<file path="src/rtl/hdmi_tmds_pkg.sv">
//------------------------------------------------------------------
// hdmi_tmds_pkg -- shared TMDS tokens, period encoding, latency. Rev 1.0
//------------------------------------------------------------------
`default_nettype none

package hdmi_tmds_pkg;

  localparam int LAT = 11;

  localparam logic [9:0] TOK_00  = 10'b1101010100;
  localparam logic [9:0] TOK_01  = 10'b0010101011;
  localparam logic [9:0] TOK_10  = 10'b0101010100;
  localparam logic [9:0] TOK_11  = 10'b1010101011;
  localparam logic [9:0] GB_CH02 = 10'b1011001100;
  localparam logic [9:0] GB_CH1  = 10'b0100110011;

  typedef enum logic [1:0] {
    PER_CTRL  = 2'd0,
    PER_PRE   = 2'd1,
    PER_GUARD = 2'd2,
    PER_VIDEO = 2'd3
  } period_e;

  // sync is {vsync, hsync}
  function automatic logic [9:0] ctrl_token(input logic [1:0] sync);
    logic [9:0] tok;
    case (sync)
      2'b00:   tok = TOK_00;
      2'b01:   tok = TOK_01;
      2'b10:   tok = TOK_10;
      default: tok = TOK_11;
    endcase
    return tok;
  endfunction

endpackage

`default_nettype wire

</file>
<file path="src/rtl/tmds_delay_line.sv">
//------------------------------------------------------------------
// tmds_delay_line -- WIDTH x DEPTH shift register, synchronous clear. Rev 1.0
//------------------------------------------------------------------
`default_nettype none

module tmds_delay_line #(
  parameter int WIDTH = 1,
  parameter int DEPTH = 1
) (
  input  logic             clk,
  input  logic             clr,
  input  logic [WIDTH-1:0] din,
  output logic [WIDTH-1:0] dout
);

  logic [WIDTH-1:0] r_stage [DEPTH];

  always_ff @(posedge clk) begin
    if (clr) begin
      for (int i = 0; i < DEPTH; i++) begin
        r_stage[i] <= '0;
      end
    end else begin
      r_stage[0] <= din;
      for (int i = 1; i < DEPTH; i++) begin
        r_stage[i] <= r_stage[i-1];
      end
    end
  end

  assign dout = r_stage[DEPTH-1];

endmodule

`default_nettype wire

</file>
<file path="src/rtl/tmds_period_seq.sv">
//------------------------------------------------------------------
// tmds_period_seq -- HDMI control/preamble/guard/video period sequencer. Rev 1.0
//------------------------------------------------------------------
`default_nettype none

module tmds_period_seq
  import hdmi_tmds_pkg::*;
#(
  parameter int DVI_MODE = 0,
  parameter int SRST_CYC = 4
) (
  input  logic       clk,
  input  logic       rst,
  input  logic       de_in,
  input  logic       hsync_in,
  input  logic       vsync_in,
  input  logic [9:0] ch0_in,
  input  logic [9:0] ch1_in,
  input  logic [9:0] ch2_in,
  output logic [9:0] ch0_out,
  output logic [9:0] ch1_out,
  output logic [9:0] ch2_out,
  output logic       serdes_rst,
  output logic [1:0] period,
  output logic       gap_err
);

  localparam int         DL_W     = 33;
  localparam int         DL_DEPTH = LAT - 1;
  localparam logic [3:0] LOW_SAT  = 4'd12;
  localparam logic [2:0] PRE_LAST = 3'd7;
  localparam int         SC_W     = (SRST_CYC < 1) ? 1 : $clog2(SRST_CYC + 1);
  localparam logic       TMDS_EN  = (DVI_MODE == 0);

  logic            r_srst;
  logic [SC_W-1:0] r_srst_cnt;
  logic [3:0]      r_low_cnt;
  logic            r_de_prev;
  period_e         r_state;
  period_e         w_state_nxt;
  logic [2:0]      r_pre_cnt;
  logic [2:0]      w_pre_cnt_nxt;
  logic            r_grd_cnt;
  logic            w_grd_cnt_nxt;

  logic [DL_W-1:0] w_dl_in;
  logic [DL_W-1:0] w_dl_out;
  logic            w_dl_clr;
  logic            w_de_d;
  logic [1:0]      w_sync_d;
  logic [9:0]      w_ch0_d;
  logic [9:0]      w_ch1_d;
  logic [9:0]      w_ch2_d;
  logic [9:0]      w_ch0_nxt;
  logic [9:0]      w_ch1_nxt;
  logic [9:0]      w_ch2_nxt;

  logic w_rise;
  logic w_active;
  logic w_qual;
  logic w_short;

  // Serializer reset stays high through rst plus SRST_CYC further cycles.
  always_ff @(posedge clk) begin
    if (rst) begin
      r_srst_cnt <= SC_W'(SRST_CYC);
      r_srst     <= 1'b1;
    end else begin
      r_srst <= (r_srst_cnt != '0);
      if (r_srst_cnt != '0) begin
        r_srst_cnt <= r_srst_cnt - SC_W'(1);
      end
    end
  end

  assign serdes_rst = r_srst;

  always_ff @(posedge clk) begin
    if (rst) begin
      r_low_cnt <= '0;
      r_de_prev <= 1'b0;
    end else begin
      r_de_prev <= de_in;
      if (de_in) begin
        r_low_cnt <= '0;
      end else if (r_low_cnt != LOW_SAT) begin
        r_low_cnt <= r_low_cnt + 4'd1;
      end
    end
  end

  // Rises are judged on the undelayed input so PRE can start 10 cycles before its video.
  assign w_rise   = de_in & ~r_de_prev;
  assign w_active = TMDS_EN & ~r_srst;
  assign w_qual   = w_rise & (r_low_cnt == LOW_SAT) & w_active;
  assign w_short  = w_rise & (r_low_cnt != LOW_SAT) & w_active;

  assign w_dl_in  = {de_in, vsync_in, hsync_in, ch2_in, ch1_in, ch0_in};
  assign w_dl_clr = rst | r_srst;

  tmds_delay_line #(
    .WIDTH (DL_W),
    .DEPTH (DL_DEPTH)
  ) u_delay (
    .clk  (clk),
    .clr  (w_dl_clr),
    .din  (w_dl_in),
    .dout (w_dl_out)
  );

  assign {w_de_d, w_sync_d, w_ch2_d, w_ch1_d, w_ch0_d} = w_dl_out;

  always_comb begin
    w_state_nxt   = r_state;
    w_pre_cnt_nxt = r_pre_cnt;
    w_grd_cnt_nxt = r_grd_cnt;
    case (r_state)
      PER_CTRL: begin
        if (w_qual) begin
          w_state_nxt   = PER_PRE;
          w_pre_cnt_nxt = 3'd0;
        end else if (w_de_d) begin
          w_state_nxt = PER_VIDEO;
        end
      end
      PER_PRE: begin
        if (r_pre_cnt == PRE_LAST) begin
          w_state_nxt   = PER_GUARD;
          w_grd_cnt_nxt = 1'b0;
        end else begin
          w_pre_cnt_nxt = r_pre_cnt + 3'd1;
        end
      end
      PER_GUARD: begin
        if (r_grd_cnt) begin
          w_state_nxt = PER_VIDEO;
        end else begin
          w_grd_cnt_nxt = 1'b1;
        end
      end
      PER_VIDEO: begin
        if (!w_de_d) begin
          w_state_nxt = PER_CTRL;
        end
      end
      default: w_state_nxt = PER_CTRL;
    endcase
    if (r_srst) begin
      w_state_nxt = PER_CTRL;
    end
  end

  // Output words follow the period the registers are about to enter.
  always_comb begin
    w_ch0_nxt = ctrl_token(w_sync_d);
    w_ch1_nxt = TOK_00;
    w_ch2_nxt = TOK_00;
    case (w_state_nxt)
      PER_PRE: w_ch1_nxt = TOK_01;
      PER_GUARD: begin
        w_ch0_nxt = GB_CH02;
        w_ch1_nxt = GB_CH1;
        w_ch2_nxt = GB_CH02;
      end
      PER_VIDEO: begin
        w_ch0_nxt = w_ch0_d;
        w_ch1_nxt = w_ch1_d;
        w_ch2_nxt = w_ch2_d;
      end
      default: ;
    endcase
  end

  always_ff @(posedge clk) begin
    if (rst) begin
      r_state   <= PER_CTRL;
      r_pre_cnt <= '0;
      r_grd_cnt <= 1'b0;
      ch0_out   <= TOK_00;
      ch1_out   <= TOK_00;
      ch2_out   <= TOK_00;
      gap_err   <= 1'b0;
    end else begin
      r_state   <= w_state_nxt;
      r_pre_cnt <= w_pre_cnt_nxt;
      r_grd_cnt <= w_grd_cnt_nxt;
      ch0_out   <= w_ch0_nxt;
      ch1_out   <= w_ch1_nxt;
      ch2_out   <= w_ch2_nxt;
      if (w_short) begin
        gap_err <= 1'b1;
      end
    end
  end

  assign period = r_state;

endmodule

`default_nettype wire

</file>
<file path="config.mk">
export PLATFORM = sky130hd
export DESIGN_NAME = tmds_period_seq
export DESIGN_NICKNAME = d
export VERILOG_FILES = /design/src/rtl/hdmi_tmds_pkg.sv /design/src/rtl/tmds_delay_line.sv /design/src/rtl/tmds_period_seq.sv
export SDC_FILE = /design/constraint.sdc
export NUM_CORES = 1
export LEC_CHECK = 0
export ABC_AREA = 1
export CORE_ASPECT_RATIO = 1.4
export CORE_MARGIN = 2
export CORE_UTILIZATION = 55
export DETAILED_ROUTE_END_ITERATION = 16
export DONT_BUFFER_PORTS = 1
export HOLD_SLACK_MARGIN = 0.03
export PLACE_DENSITY_LB_ADDON = 0.15
export SLEW_MARGIN = 20
export SYNTH_ARGS = -nofsm -noshare
export SYNTH_HDL_FRONTEND = slang
export SYNTH_HIERARCHICAL = 1
export SYNTH_SLANG_ARGS = --single-unit
export TNS_END_PERCENT = 1
</file>
<file path="constraint.sdc">
create_clock -name clk -period 3.65 [get_ports clk]
set_clock_uncertainty 0.15 [all_clocks]
set_input_delay 0.5475 -clock clk [delete_from_list [all_inputs] [get_ports clk]]
set_output_delay 0.5475 -clock clk [all_outputs]
set_load 0.01 [all_outputs]
</file>
==> results.txt <==
Status = completed
Root buf cell = clkbuf_16
Largest net degree at the start of global routing = 116
Synth Warn # = 6
Max IR drop VDD = 0.0004203 V
Final Util = 0.6178
Ports = 69
Slew Limit Fails = 0
Die W = 126.5 µm
Vias per inst = 3.917
Wire per inst = 7.962 µm
Number of CTS-inserted buffers = 34
Critical Path Start Type = flop
CP cell instances = ha_1 > ha_1 > a21oi_1 > nor2_1 > nor2_2 > nand2_2 > inv_2 > nand3_1 > nand2_1 > inv_1
CP Capture Type = flop
Cell area after synthesis = 11560 µm²
Syn Nets = 1325
DR pass1 iterations = 4
Antenna violations before repair = 0
Vias = 6103
Port bufs = 0
Syn Area/Cell = 9.032 µm²
# DRC = 0
Final worst slack = 1.724 ns
Area delta synth->final = 9.849%
Initial Util = 0.5624
GRT Total Usage = 0.1172
Grt ovf = 0
Cells after Synth = 1280
Die Y = 175.5 µm
EDFF count, synth = 0
FP Rows = 62
Maximum clock path buffer count = 3
Clock latency on the worst-skew pair = 0.49 ns
H-tree depth = 2
RSZ-0062 raised after global routing = no
Vias in the first global route = 5406
Post-DP HPWL = 6.980 mm
Post-synthesis sequential area ratio = 0.6511
Final min period = 1.926 ns
CTS tree = done
CP max stage delay = 0.33 ns
Fraction of layout cells with a size suffix above 1 = 0.06836
Distinct cells, synth = 27
Core area = 20560 µm²
Critical setup path kind = reg -> reg
Setup violators final = 0
Starting DRT DRC Count = 256
CP max FO = 10
Crit path required time = 3.89 ns
Rel. slew slack = 0.6677
Full die area = 22210 µm²
Data arrival, critical path = 2.16 ns
Clk pin slew, worst setup/hold paths = 0.06 ns
Cell count along the critical path = 10
Leak = 4.573 nW
WHS Path Cells = 3
Setup WS pre-CTS = 1.468 ns
Min Hold Slack = 0.1160 ns
Final Cycle Share = 0.5278
PwrDens = 606.0 nW/µm²
Fin. Hold Viols = 0
Routability congestion estimate = 0.7872
First-pass GRT wire length = 22.29 mm
Final setup TNS = 0 ns
Antenna diodes = 0
Overall routed net length = 12.41 mm
Final nets = 1328
Final Cell Area = 12700 µm²
Cell family with most CP delay = simple AND/OR/NAND/NOR gates
Placed standard-cell area = 11310 µm²
Routed Antenna Nets = 0
CP max-delay cell = dfxtp_1
Fmax = 0.5191 GHz
Worst R2R Path Depth = 10
Slew @ Worst Pin = 0.4984 ns
Max Cap Viol = 0
CP bufs+invs = 2
Clock sink total = 376
Async S/R FF share, synth = 0
Ys flop type = dfxtp_1
Worst min-delay path class = in -> reg
Most used cell, CP = ha_1
FF+latch count, synth = 376
[registers in the layout (all words and copies together) (netlist names)]
signal / cells
r_de_prev: 1
ch2_out: 10
ch0_out: 10
r_low_cnt: 4
r_pre_cnt: 3
u_delay/r_stage: 330
serdes_rst: 1
ch1_out: 10
r_srst_cnt: 3
r_grd_cnt: 1
period: 2
gap_err: 1
[through the flow]
step           power [mW]  instances
2_1_floorplan       4.482       1280
3_3_place_gp        4.457       1469
3_5_place_dp        4.464       1469
4_1_cts             7.820       1558
5_1_grt             8.023       1558
6_report            7.696       1558
[synthesized netlist by cell type, types with 2 or more instances]
cell     count  area share
dfxtp_1    376        0.65
inv_1      354        0.11
nor2_1     339        0.11
nand2_1     52       0.017
buf_4       34       0.022
buf_6       33       0.032
nor2_2      22       0.012
a21oi_1     11      0.0048
nand3_1     11      0.0048
ha_1        10       0.011
o21ai_0      9      0.0039
inv_2        7      0.0023
buf_2        4      0.0017
o21ai_1      3      0.0013
a21oi_2      2      0.0015
nand2_2      2      0.0011
[layer usage]
layer  wire, µm  vias to the layer above  GRT usage
li1           -                     3493          -
met1       5506                     2467     0.1269
met2       5824                      113     0.2097
met3        668                       30    0.03259
met4        405                        0    0.05586
met5          0                        -          0
[cell families after synthesis]
family | share of synthesized area
simple gates | 0.1490
xor+xnor | 0.001515
fa+ha+maj | 0.01082
compound gates | 0.01407
flops | 0.6511
buf+inv | 0.1735
[power by group]
part / leakage, nW / total (mW) / internal [mW] / switching [mW]
Clock: 0.514 / 3.30 / 1.94 / 1.35
Combinational: 1.03 / 0.239 / 0.0775 / 0.161
Sequential: 3.03 / 4.16 / 4.14 / 0.0187
Total: 4.57 / 7.70 / 6.16 / 1.53
[worst register-to-register path, delay by kind of cell, from the launching register on]
kind            cells  cell delay (ns)
fa+ha+maj           2             0.42
buf+inv             2             0.22
flops               1             0.33
simple gates        5             0.54
compound gates      1             0.18
[repair_timing]
action	4_1_cts	5_1_grt
buffers inserted	0	0
endpoints found under the hold margin	42	0
resized for setup	0	0
hold buffers	34	0
[final timing paths]
kind                           start                 endpoint  slack, ns
max                     r_pre_cnt[0]               ch1_out[0]       1.72
min                              rst             r_low_cnt[3]       0.12
min reg2reg  u_delay/r_stage[0][109]  u_delay/r_stage[0][142]       0.25
max reg2reg             r_pre_cnt[0]               ch1_out[0]       1.72
[layout make-up]
type	count	area (µm²)
clock buffer	49	988.4
clock inverter	6	61.31
fill	1704	7858
inverter	362	1359
multi-input combinational	471	2036
sequential	376	7527
tap	256	320.3
timing repair buffer	38	407.9
[cells in the final DEF (no fill, tap or decap), drive strengths merged, types with 10 or more instances in the layout]
cell type    instances
clkbuf              49
inv                362
nand2               55
a21oi               13
dlygate4sd3         34
nor2               362
dfxtp              376
ha                  10
nand3               13
o21ai               12
Note: power is estimated with default switching activity, not from simulation.
